<file path="config.mk">
export PLATFORM = sky130hd
export DESIGN_NAME = bin_to_7seg
export DESIGN_NICKNAME = d
export VERILOG_FILES = /design/src/rtl/bin_to_7seg.sv
export SDC_FILE = /design/constraint.sdc
export NUM_CORES = 1
export LEC_CHECK = 0
export CORE_MARGIN = 1.5
export CORE_UTILIZATION = 24
export DETAILED_ROUTE_END_ITERATION = 12
export PLACE_DENSITY_LB_ADDON = 0.12
export REMOVE_ABC_BUFFERS = 1
export SYNTH_ARGS = -nofsm -noshare
export SYNTH_HDL_FRONTEND = slang
export SYNTH_SLANG_ARGS = --single-unit
</file>
<file path="constraint.sdc">
create_clock -name clk -period 3.7 [get_ports clk]
set_clock_uncertainty 0.05 [all_clocks]
set_input_delay 0.555 -clock clk [delete_from_list [all_inputs] [get_ports clk]]
set_output_delay 0.555 -clock clk [all_outputs]
set_load 0.02 [all_outputs]
</file>
<file path="src/rtl/bin_to_7seg.sv">
`default_nettype none
// ============================================================================
// Module   : bin_to_7seg
// Brief    : Sequential binary-to-4-digit-BCD converter (double dabble) with
//            registered active-low 7-segment digit outputs.
//            Optional build macro BLANK_LEADING_ZEROS_EN blanks leading zeros.
// Revision : 1.0 - initial release
// ============================================================================
module bin_to_7seg #(
  parameter int DATA_BITS = 14
) (
  input  logic                 clk,
  input  logic                 rst,
  input  logic [DATA_BITS-1:0] bin_in,
  input  logic                 start,
  output logic                 busy,
  output logic                 done,
  output logic                 overflow,
  output logic [6:0]           digit_0_out,
  output logic [6:0]           digit_1_out,
  output logic [6:0]           digit_2_out,
  output logic [6:0]           digit_3_out
);

  localparam int       CNT_W       = $clog2(DATA_BITS + 1);
  localparam logic [6:0] C_SEG_BLANK = 7'b1111111;
  localparam logic [6:0] C_SEG_DASH  = 7'b0111111;

  typedef enum logic [1:0] {
    S_IDLE   = 2'd0,
    S_CONV   = 2'd1,
    S_UPDATE = 2'd2
  } state_t;

  state_t               r_state;
  logic [DATA_BITS-1:0] r_shift;
  logic [15:0]          r_bcd;
  logic [CNT_W-1:0]     r_cnt;
  logic                 r_ovf_pending;
  logic                 r_busy;
  logic                 r_done;
  logic                 r_overflow;
  logic [6:0]           r_dig0, r_dig1, r_dig2, r_dig3;

  logic [15:0]          w_bcd_adj;
  logic                 w_too_big;
  logic [6:0]           w_seg0, w_seg1, w_seg2, w_seg3;

  function automatic logic [6:0] seg_encode(input logic [3:0] n);
    case (n)
      4'd0:    seg_encode = 7'b1000000;
      4'd1:    seg_encode = 7'b1111001;
      4'd2:    seg_encode = 7'b0100100;
      4'd3:    seg_encode = 7'b0110000;
      4'd4:    seg_encode = 7'b0011001;
      4'd5:    seg_encode = 7'b0010010;
      4'd6:    seg_encode = 7'b0000010;
      4'd7:    seg_encode = 7'b1111000;
      4'd8:    seg_encode = 7'b0000000;
      4'd9:    seg_encode = 7'b0010000;
      default: seg_encode = C_SEG_BLANK;
    endcase
  endfunction

  assign w_too_big = {{(32-DATA_BITS){1'b0}}, bin_in} > 32'd9999;

  // Add-3 correction applied to every nibble before each shift
  always_comb begin
    w_bcd_adj = r_bcd;
    for (int i = 0; i < 4; i++) begin
      if (r_bcd[4*i +: 4] >= 4'd5)
        w_bcd_adj[4*i +: 4] = r_bcd[4*i +: 4] + 4'd3;
    end
  end

  always_comb begin
    w_seg0 = seg_encode(r_bcd[3:0]);
    w_seg1 = seg_encode(r_bcd[7:4]);
    w_seg2 = seg_encode(r_bcd[11:8]);
    w_seg3 = seg_encode(r_bcd[15:12]);
`ifdef BLANK_LEADING_ZEROS_EN
    if (r_bcd[15:12] == 4'd0) w_seg3 = C_SEG_BLANK;
    if (r_bcd[15:8]  == 8'd0) w_seg2 = C_SEG_BLANK;
    if (r_bcd[15:4]  == 12'd0) w_seg1 = C_SEG_BLANK;
`endif
    if (r_ovf_pending) begin
      w_seg0 = C_SEG_DASH;
      w_seg1 = C_SEG_DASH;
      w_seg2 = C_SEG_DASH;
      w_seg3 = C_SEG_DASH;
    end
  end

  always_ff @(posedge clk or posedge rst) begin
    if (rst) begin
      r_state       <= S_IDLE;
      r_shift       <= '0;
      r_bcd         <= '0;
      r_cnt         <= '0;
      r_ovf_pending <= 1'b0;
      r_busy        <= 1'b0;
      r_done        <= 1'b0;
      r_overflow    <= 1'b0;
      r_dig0        <= C_SEG_BLANK;
      r_dig1        <= C_SEG_BLANK;
      r_dig2        <= C_SEG_BLANK;
      r_dig3        <= C_SEG_BLANK;
    end else begin
      r_done <= 1'b0;
      case (r_state)
        S_IDLE: begin
          if (start) begin
            r_shift       <= bin_in;
            r_bcd         <= '0;
            r_cnt         <= CNT_W'(DATA_BITS);
            r_ovf_pending <= w_too_big;
            r_busy        <= 1'b1;
            r_state       <= S_CONV;
          end
        end
        S_CONV: begin
          // A carry out of the thousands nibble can only come from a value
          // above 9999, so it simply reinforces the overflow flag.
          {r_bcd, r_shift} <= {w_bcd_adj[14:0], r_shift, 1'b0};
          r_ovf_pending    <= r_ovf_pending | w_bcd_adj[15];
          r_cnt            <= r_cnt - CNT_W'(1);
          if (r_cnt == CNT_W'(1))
            r_state <= S_UPDATE;
        end
        S_UPDATE: begin
          r_dig0     <= w_seg0;
          r_dig1     <= w_seg1;
          r_dig2     <= w_seg2;
          r_dig3     <= w_seg3;
          r_overflow <= r_ovf_pending;
          r_done     <= 1'b1;
          r_busy     <= 1'b0;
          r_state    <= S_IDLE;
        end
        default: begin
          r_busy  <= 1'b0;
          r_state <= S_IDLE;
        end
      endcase
    end
  end

  assign busy        = r_busy;
  assign done        = r_done;
  assign overflow    = r_overflow;
  assign digit_0_out = r_dig0;
  assign digit_1_out = r_dig1;
  assign digit_2_out = r_dig2;
  assign digit_3_out = r_dig3;

endmodule
`default_nettype wire

</file>
After elaboration in Yosys (flattened, before gate mapping)
Memories as Yosys holds them, arrays and structs flattened.
Cells that the tools add are included.
W data, S select, Z words.
{"block": "totals", "output_inout_bits": 31, "regBits": 68, "rom_bits": 448, "memories": 4, "in_bits": 17, "wordCells": 60}
{"block": "op_classes", "n_lt_le_gt_ge": 5, "n_bitwise": 2, "muxes": 22, "reduce_logical": 5, "n_addsub": 5, "eq_ne": 5}
{"name": "(no name shown)", "depth": 16, "word_bits": 7, "read_ports": 1, "rd_ports_with_merged_regs": 0, "write_ports": 0, "line": "50", "text": "case (n)"}
{"name": "(no name shown)", "depth": 16, "word_bits": 7, "read_ports": 1, "rd_ports_with_merged_regs": 0, "write_ports": 0, "line": "50"}
{"name": "(no name shown)", "depth": 16, "word_bits": 7, "read_ports": 1, "rd_ports_with_merged_regs": 0, "write_ports": 0, "line": "50"}
{"name": "(no name shown)", "depth": 16, "word_bits": 7, "read_ports": 1, "rd_ports_with_merged_regs": 0, "write_ports": 0, "line": "50"}
{"cell": "$pmux W16 S2", "n": 1}
{"cell": "$mux W7", "n": 4}
{"cell": "$pmux W14 S2", "n": 1}
{"cell": "$mux W4", "n": 5}
{"cell": "$add A4 B2 Y4 const B", "n": 4}
{"cell": "$ge A4 B3 Y1 const B", "n": 4}
{"cell": "$mux W16", "n": 1}
{"cell": "$gt A14 B14 Y1 const B", "n": 1}
{"cell": "$mux W14", "n": 1}
{"cell": "$pmux W4 S2", "n": 1}
{"cell": "$reduce_and A2 Y1", "n": 3}
{"cell": "$eq A4 B1 Y1 const B", "n": 1}
{"cell": "$mux W2", "n": 2}
{"cell": "$ne A2 B2 Y1 const B", "n": 2}
{"cell": "$pmux W1 S2", "n": 2}
{"cell": "$pmux W2 S2", "n": 1}
{"cell": "$sub A4 B1 Y4 const B", "n": 1}
{"cell": "$mux W1", "n": 3}
{"cell": "$eq A2 B1 Y1 const B", "n": 1}
{"cell": "$eq A2 B2 Y1 const B", "n": 1}
{"cell": "$logic_not A2 Y1", "n": 1}
{"cell": "$reduce_bool A2 Y1", "n": 1}
{"cell": "$not A1 Y1", "n": 1}
{"cell": "$or A1 B1 Y1", "n": 1}

Longest topological paths before layout
Gate-level depths: netlist (run 1).
{"block": "logic_depth", "depth_word": 4, "depth_mapped": 7, "depth_no_buf": 6}

Worst setup path after synthesis (run 1)
Ideal clock, no wire load.
{"block": "synth_timing", "path_type": "register to register", "from": "reg r_bcd[6]", "to": "reg r_bcd[7]", "path_stages_with_launch": 8, "setup_time_ns": 0.136, "period_less_slack_ns": 1.572, "required_time_ns": 3.514, "arrival_time_ns": 1.386, "path_slack_ns": 2.128, "path_buffers": 2, "path_cell_list": "dfrtp_1 > clkbuf_1 > buf_2 > inv_1 > ha_1 > o21bai_1 > a22oi_1 > o21ai_0"}
{"block": "synth_via", "elab_chain_cells": 3, "elab_cells_between_ends": 4, "classes_between": "1 x add/sub; 1 x order compare; 2 x mux"}
{"element": "start, declared", "line": "37", "text": "logic [15:0] r_bcd;"}
{"element": "start signal, assigned", "line": "124", "text": "{r_bcd, r_shift} <= {w_bcd_adj[14:0], r_shift, 1'b0};"}
{"element": "$add A4 B2 Y4 or $ge A4 B3 Y1 (tied branches)", "line": "72, 71"}
{"element": "$mux W4 (*)", "line": "71", "text": "if (r_bcd[4*i +: 4] >= 4'd5)"}
{"element": "$pmux W16 S2 (*)", "line": "110", "text": "case (r_state)"}
Mark *: on every way between the ends. The rest lies on a longest branch, timed or not.
A chain may end at the register's enable or synchronous reset.

Worst setup path after layout (run 1)
{"block": "layout_timing", "from": "reg r_state[0]", "to": "reg r_dig3[0], in the netlist digit_3_out[0]"}
{"block": "layout_via", "elab_chain_cells": 1}
{"element": "start, declared", "line": "35", "text": "state_t r_state;"}
{"element": "start signal, assigned", "line": "96", "text": "r_state <= S_IDLE;"}
{"element": "start signal, assigned", "line": "118", "text": "r_state <= S_CONV;"}
{"element": "start signal, assigned", "line": "128", "text": "r_state <= S_UPDATE;"}
{"element": "$eq A2 B2 Y1", "line": "110"}
{"element": "end signal, assigned", "line": "134", "text": "r_dig3 <= w_seg3;"}
{"element": "end, declared", "line": "43", "text": "logic [6:0] r_dig0, r_dig1, r_dig2, r_dig3;"}
No other way between the ends.

==> results.py, run 1 <==
metrics = {
    "clock_tree": {
        "cts_hold_buf": 0,
        "post_cts_buffers": 0,
        "insertion_delay_ps": 340,
        "numClockSinks": 68,
        "numCtsBuffers": 9,
        "cts_max_path_buffers": 2,
        "htreeDepth": 3,
        "cts_root_buf": "clkbuf_16",
        "cts_tree": "built",
        "clk_pin_slew_ps": 50,
        "cts_resized": 0,
    },
    "critical_path": {
        "path_max_fanout": 26,
        "endpoint_kind": "flop",
        "path_cells": "inv_2 > nand2_2 > clkinv_1 > o22a_1",
        "rr_worst_depth": 4,
        "required_ps": 3910,
        "path_class": "flop to flop",
        "crit-reg2reg-launch": "r_state[0]",
        "arrival_ps": 2460,
        "cp-start-kind": "flop",
        "critPathSlowestCell": "clkinv_1",
        "timing.rr.end": "digit_3_out[0]",
        "ff2ff_setup_slack_ps": 1450,
        "max_stage_delay_ps": 710,
    },
    "worst_hold_path": {
        "hold_depth": 2,
        "min_to": "r_shift[3]",
        "hp-start": "r_shift[3]",
        "hold_class": "flop to flop",
    },
    "status": {
        "status": "finished clean",
    },
    "grt": {
        "grt_pass1_wl_mm": 15.8,
        "antenna_found_initial": 0,
        "grtUsageTotal": 0.126,
        "grt_max_degree": 41,
        "grt_pass1_vias": 3047,
        "grt-ovfl-total": 0,
    },
    "synth": {
        "syn_area_per_cell_um2": 9.18,
        "synth_area_leaders": "dfrtp_1 (28%), dfstp_2 (20%), ha_1 (7.9%)",
        "ys_types": 45,
        "synth_top_area_frac": 0.276,
        "synth_cells": 395,
        "yosys_warnings": 0,
        "yosysMostFrequentCell": "nor2_1",
        "synth_top_area_cell": "dfrtp_1",
        "synth_edf_count": 0,
        "ys_seq_area_frac": 0.479,
        "ys.flop_type": "dfrtp_1",
        "async_flop_share": 1.00,
        "synth-seq-cells": 68,
        "synth_commonest_cells": "nor2_1 (52), nand2_1 (48), dfrtp_1 (40)",
        "synth_area_um2": 3630,
    },
    "floorplan": {
        "start_util": 0.248,
        "die_height_um": 126,
        "core_um2": 14600,
        "die-area_um2": 15900,
        "die_width_um": 126,
        "ios": 48,
        "std_cell_rows": 44,
    },
    "route": {
        "dr.pass1.iters": 8,
        "route.vias.total": 2987,
        "vias_per_cell": 4.79,
        "drtAntennaViolNets": 0,
        "drt_iter0_drc": 192,
        "drc": 0,
        "drt_wl_total_mm": 9.24,
        "wl_per_cell_um": 14.8,
    },
    "timing": {
        "layout_setup_ws_ps": 1450,
        "final.period_utilization": 0.609,
        "rsz0062_at_grt": "no",
        "finalSetupViolations": 0,
        "hold_violations": 0,
        "max_freq_ghz": 0.444,
        "slew_viol_final": 0,
        "fin_tns_setup_ps": 0,
        "worstMarginPinSlew_ps": 1030,
        "slew_headroom": 0.312,
        "fin_crit_ps": 2250,
    },
    "finish": {
        "syn2layout_area_growth_pct": 24.9,
        "diodes": 0,
        "drive_above_1_share": 0.118,
        "fill_cells": 1561,
        "regArea_um2": 1740,
        "multiInputGateArea_um2": 1720,
        "layout.nets": 475,
    },
    "placed_design": {
        "place.gp.congestion": 0.757,
        "place_hpwl_mm": 6.25,
        "port_buffers": 47,
        "dp_worst_setup_slack_ps": 1410,
    },
    "power": {
        "total_leakage_power_nw": 1.85,
        "ir_worst_vdd_mv": 0.229,
        "p_per_area_nw_per_um2": 940,
    },
    "job": {
        "cap_violations": 0,
    },
}
flip-flops by register name, summed over array words and instances (netlist names), 2 cells and up:
| signal | flops |
|---|---|
| digit_0_out | 7 |
| r_cnt | 4 |
| digit_3_out | 7 |
| r_state | 2 |
| r_shift | 14 |
| digit_2_out | 7 |
| r_bcd | 16 |
| digit_1_out | 7 |
critical path, delay by kind of cell (launching register included):
| kind | cells | cell delay [ps] |
|---|---|---|
| flops | 1 | 580 |
| buf+inv | 2 | 870 |
| compound gates | 1 | 490 |
| simple gates | 1 | 190 |
cells by family (layout without fill, tap and decap cells):
group                      count (synthesis)  in the layout  synth area share
and+or+nand+nor                          134            134             0.166
AOI/OAI and AO/OA                        123            123             0.210
DFF                                       68             68             0.479
buffers and inverters                     40             85            0.0483
adders and majority gates                 23             23            0.0793
xor gates and xnor gates                   6              6            0.0145
muxes                                      1              1           0.00276
area by class of cell:
class / count / share of cell area
inverter: 19 / 0.0157
sequential: 68 / 0.383
clock inverter: 1 / 0.00110
timing repair buffer: 50 / 0.109
clock buffer: 15 / 0.0613
multi-input combinational: 287 / 0.379
tap: 184 / 0.0508
through the flow:
step                area [um2]  total power, mW  hold WS (ps)  utilization  std cells
global route              4530             4.64           465        0.309        624
finish                    4530             4.26           422        0.309        624
floorplan                 3520             2.78           392            -        374
CTS                       4530             4.31           427        0.309        624
detailed placement        4250             3.46           417        0.290        608
global placement          4250             3.44           416        0.290        608
power breakdown:
part / total [mW] / internal (mW) / switching, mW
logic: 1.90 / 0.867 / 1.04
clock network: 0.819 / 0.508 / 0.311
registers: 1.54 / 1.14 / 0.393
total: 4.26 / 2.52 / 1.74
cells in the final DEF (no fill, tap or decap), types with 9 or more instances in the layout:
cell,count
o22a_1,14
nand2_1,48
clkdlybuf4s50_1,47
nor2_1,51
ha_1,23
dfrtp_1,40
a31oi_1,15
clkbuf_16,9
dfstp_2,28
o21ai_0,29
a21oi_1,36
inv_1,16
metal layers:
metal	vias to the layer above	track usage	part of all wire
li1	1465	-	-
met1	1442	0.176	0.51
met2	64	0.188	0.44
met3	16	0.0263	0.030
met4	0	0.0548	0.019
met5	-	0	0
worst max-delay path by stage:
stage	startpoint	endpoint	slack [ps]	cells past startpoint
2_1_floorplan	rst	busy	1430	1
3_3_place_gp	start	r_ovf_pending	1390	5
3_5_place_dp	start	r_ovf_pending	1410	5
4_1_cts	r_state[0]	digit_3_out[0]	1400	4
5_1_grt	r_state[0]	digit_3_out[3]	1230	4
6_report	r_state[0]	digit_3_out[0]	1450	4
(Power assumes the default switching activity.)
==> run 2, diff against run 1 <==
Clock period 3.7 ns to 1.9 ns, I/O delays scaled along.
==> results.py, run 2 (synthesized netlist as in run 1, its figures left out) <==
metrics = {
    "grt": {
        "grt_max_degree": 37,
        "antenna_found_initial": 0,
        "grt-ovfl-total": 0,
        "grt_pass1_wl_mm": 15.9,
        "grtUsageTotal": 0.128,
        "grt_pass1_vias": 3138,
    },
    "critical_path": {
        "endpoint_kind": "output port",
        "cp_num_buf_inv": 1,
        "crit_end": "digit_1_out[6]",
        "arrival_ps": 1480,
        "ff2ff_setup_slack_ps": 230,
        "critPathSlowestCell": "clkdlybuf4s50_1",
        "required_ps": 1560,
        "path_depth": 1,
        "path_max_fanout": 2,
        "timing.rr.end": "r_bcd[7]",
        "path_delay_family": "buffers and inverters",
        "max_stage_delay_ps": 600,
        "cp-start-kind": "flop",
        "crit-reg2reg-launch": "r_bcd[4]",
        "rr_worst_depth": 6,
        "path_class": "flop to output port",
        "crit_path_start": "digit_1_out[6]",
        "path_cells": "clkdlybuf4s50_1",
    },
    "route": {
        "drt_iter0_drc": 123,
        "wl_per_cell_um": 14.5,
        "vias_per_cell": 4.66,
        "drtAntennaViolNets": 0,
        "drt_wl_total_mm": 9.40,
        "drc": 3,
        "route.vias.total": 3013,
        "dr.pass1.iters": 11,
    },
    "finish": {
        "layout.nets": 497,
        "finalCoreUtilization": 0.322,
        "top_register": "r_bcd",
        "diodes": 0,
        "final_cell_mix": "nor2_1 (52), nand2_1 (48), clkdlybuf4s50_1 (47)",
        "layout_commonest_cell": "nor2_1",
        "top_regs": "r_bcd: 16 flops, r_shift: 14 flops",
        "largest_reg_flops": 16,
        "drive_above_1_share": 0.160,
        "syn2layout_area_growth_pct": 30.2,
        "fill_cells": 1557,
    },
    "clock_tree": {
        "numClockSinks": 68,
        "cts_root_buf": "clkbuf_16",
        "cts_resized": 0,
        "cts_tree": "built",
        "numCtsBuffers": 9,
        "htreeDepth": 3,
        "insertion_delay_ps": 340,
        "post_cts_buffers": 0,
        "cts_max_path_buffers": 2,
        "clk_pin_slew_ps": 60,
        "cts_hold_buf": 0,
    },
    "job": {
        "cap_violations": 0,
    },
    "timing": {
        "final.period_utilization": 0.956,
        "fin_crit_ps": 1820,
        "max_freq_ghz": 0.550,
        "rsz0062_at_grt": "no",
        "slew_viol_final": 0,
        "slew_headroom": 0.674,
        "fin_tns_setup_ps": 0,
        "hold_violations": 0,
        "worstMarginPinSlew_ps": 489,
        "finalSetupViolations": 0,
    },
    "status": {
        "status": "finished, violations left",
        "violations": "design-rule violations",
    },
    "floorplan": {
        "die-area_um2": 15900,
        "core_um2": 14600,
        "die_width_um": 126,
        "std_cell_rows": 44,
        "die_height_um": 126,
        "ios": 48,
        "start_util": 0.248,
    },
    "power": {
        "p_per_area_nw_per_um2": 1820,
        "internal_power_mw": 5.14,
        "combPwrFrac": 0.484,
        "total_leakage_power_nw": 1.97,
        "seq_power_share": 0.324,
        "switching_share": 0.400,
        "ir_worst_vdd_mv": 0.649,
        "p_clk_frac": 0.192,
        "p_sw_mw": 3.43,
    },
    "placed_design": {
        "place.gp.congestion": 0.767,
        "place_hpwl_mm": 6.46,
        "port_buffers": 47,
    },
    "worst_hold_path": {
        "hold_class": "primary input to async pin",
    },
}
run 2: power by group through the flow:
stage / Clock (mW) / Combinational, mW / Sequential, mW
CTS: 1.72 / 4.20 / 2.79
floorplan: 0 / 2.29 / 3.12
finish: 1.65 / 4.15 / 2.78
global route: 1.77 / 4.69 / 2.89
detailed placement: 0 / 4.18 / 2.81
global placement: 0 / 4.15 / 2.80
run 2: layout make-up:
| cell class | instances | area, um2 | area share |
|---|---|---|---|
| Tap cell | 184 | 230 | 0.0488 |
| Clock buffer | 11 | 233 | 0.0493 |
| Timing Repair Buffer | 72 | 683 | 0.145 |
| Sequential cell | 68 | 1740 | 0.368 |
| Inverter | 19 | 71.3 | 0.0151 |
| Clock inverter | 5 | 52.6 | 0.0111 |
| Multi-Input combinational cell | 287 | 1720 | 0.363 |
run 2: how the worst min path moves through the flow:
stage	depth (start not counted)	end	slack, ps
global placement	2	r_shift[3]	410
floorplan	1	r_shift[0]	370
CTS	3	r_shift[0]	330
global route	3	r_ovf_pending	380
finish	3	r_shift[0]	310
detailed placement	2	overflow	420
run 2: per-stage QoR:
step	instance area, um2	hold slack [ps]	worst slack, ps	power, mW	cells
global placement	4440	410	169	6.95	630
global route	4720	376	13.8	9.35	646
finish	4720	308	82.8	8.58	646
detailed placement	4440	418	145	6.99	630
CTS	4720	326	57.3	8.71	646
floorplan	3520	368	-100	5.41	374
run 2: per-layer routing:
metal | routed length [um] | vias to the layer above | global-route usage
li1 | - | 1499 | -
met1 | 4530 | 1456 | 0.164
met2 | 4360 | 48 | 0.205
met3 | 344 | 10 | 0.0331
met4 | 163 | 0 | 0.0554
met5 | 0 | - | 0
==> run 3, diff against run 2 <==
Settings changed: CTS_CLUSTER_SIZE from default to 16, SKIP_CTS_REPAIR_TIMING from default to 1.
==> results of run 3 <==
The final DEF is identical to that of run 2; final timing and power are the same.
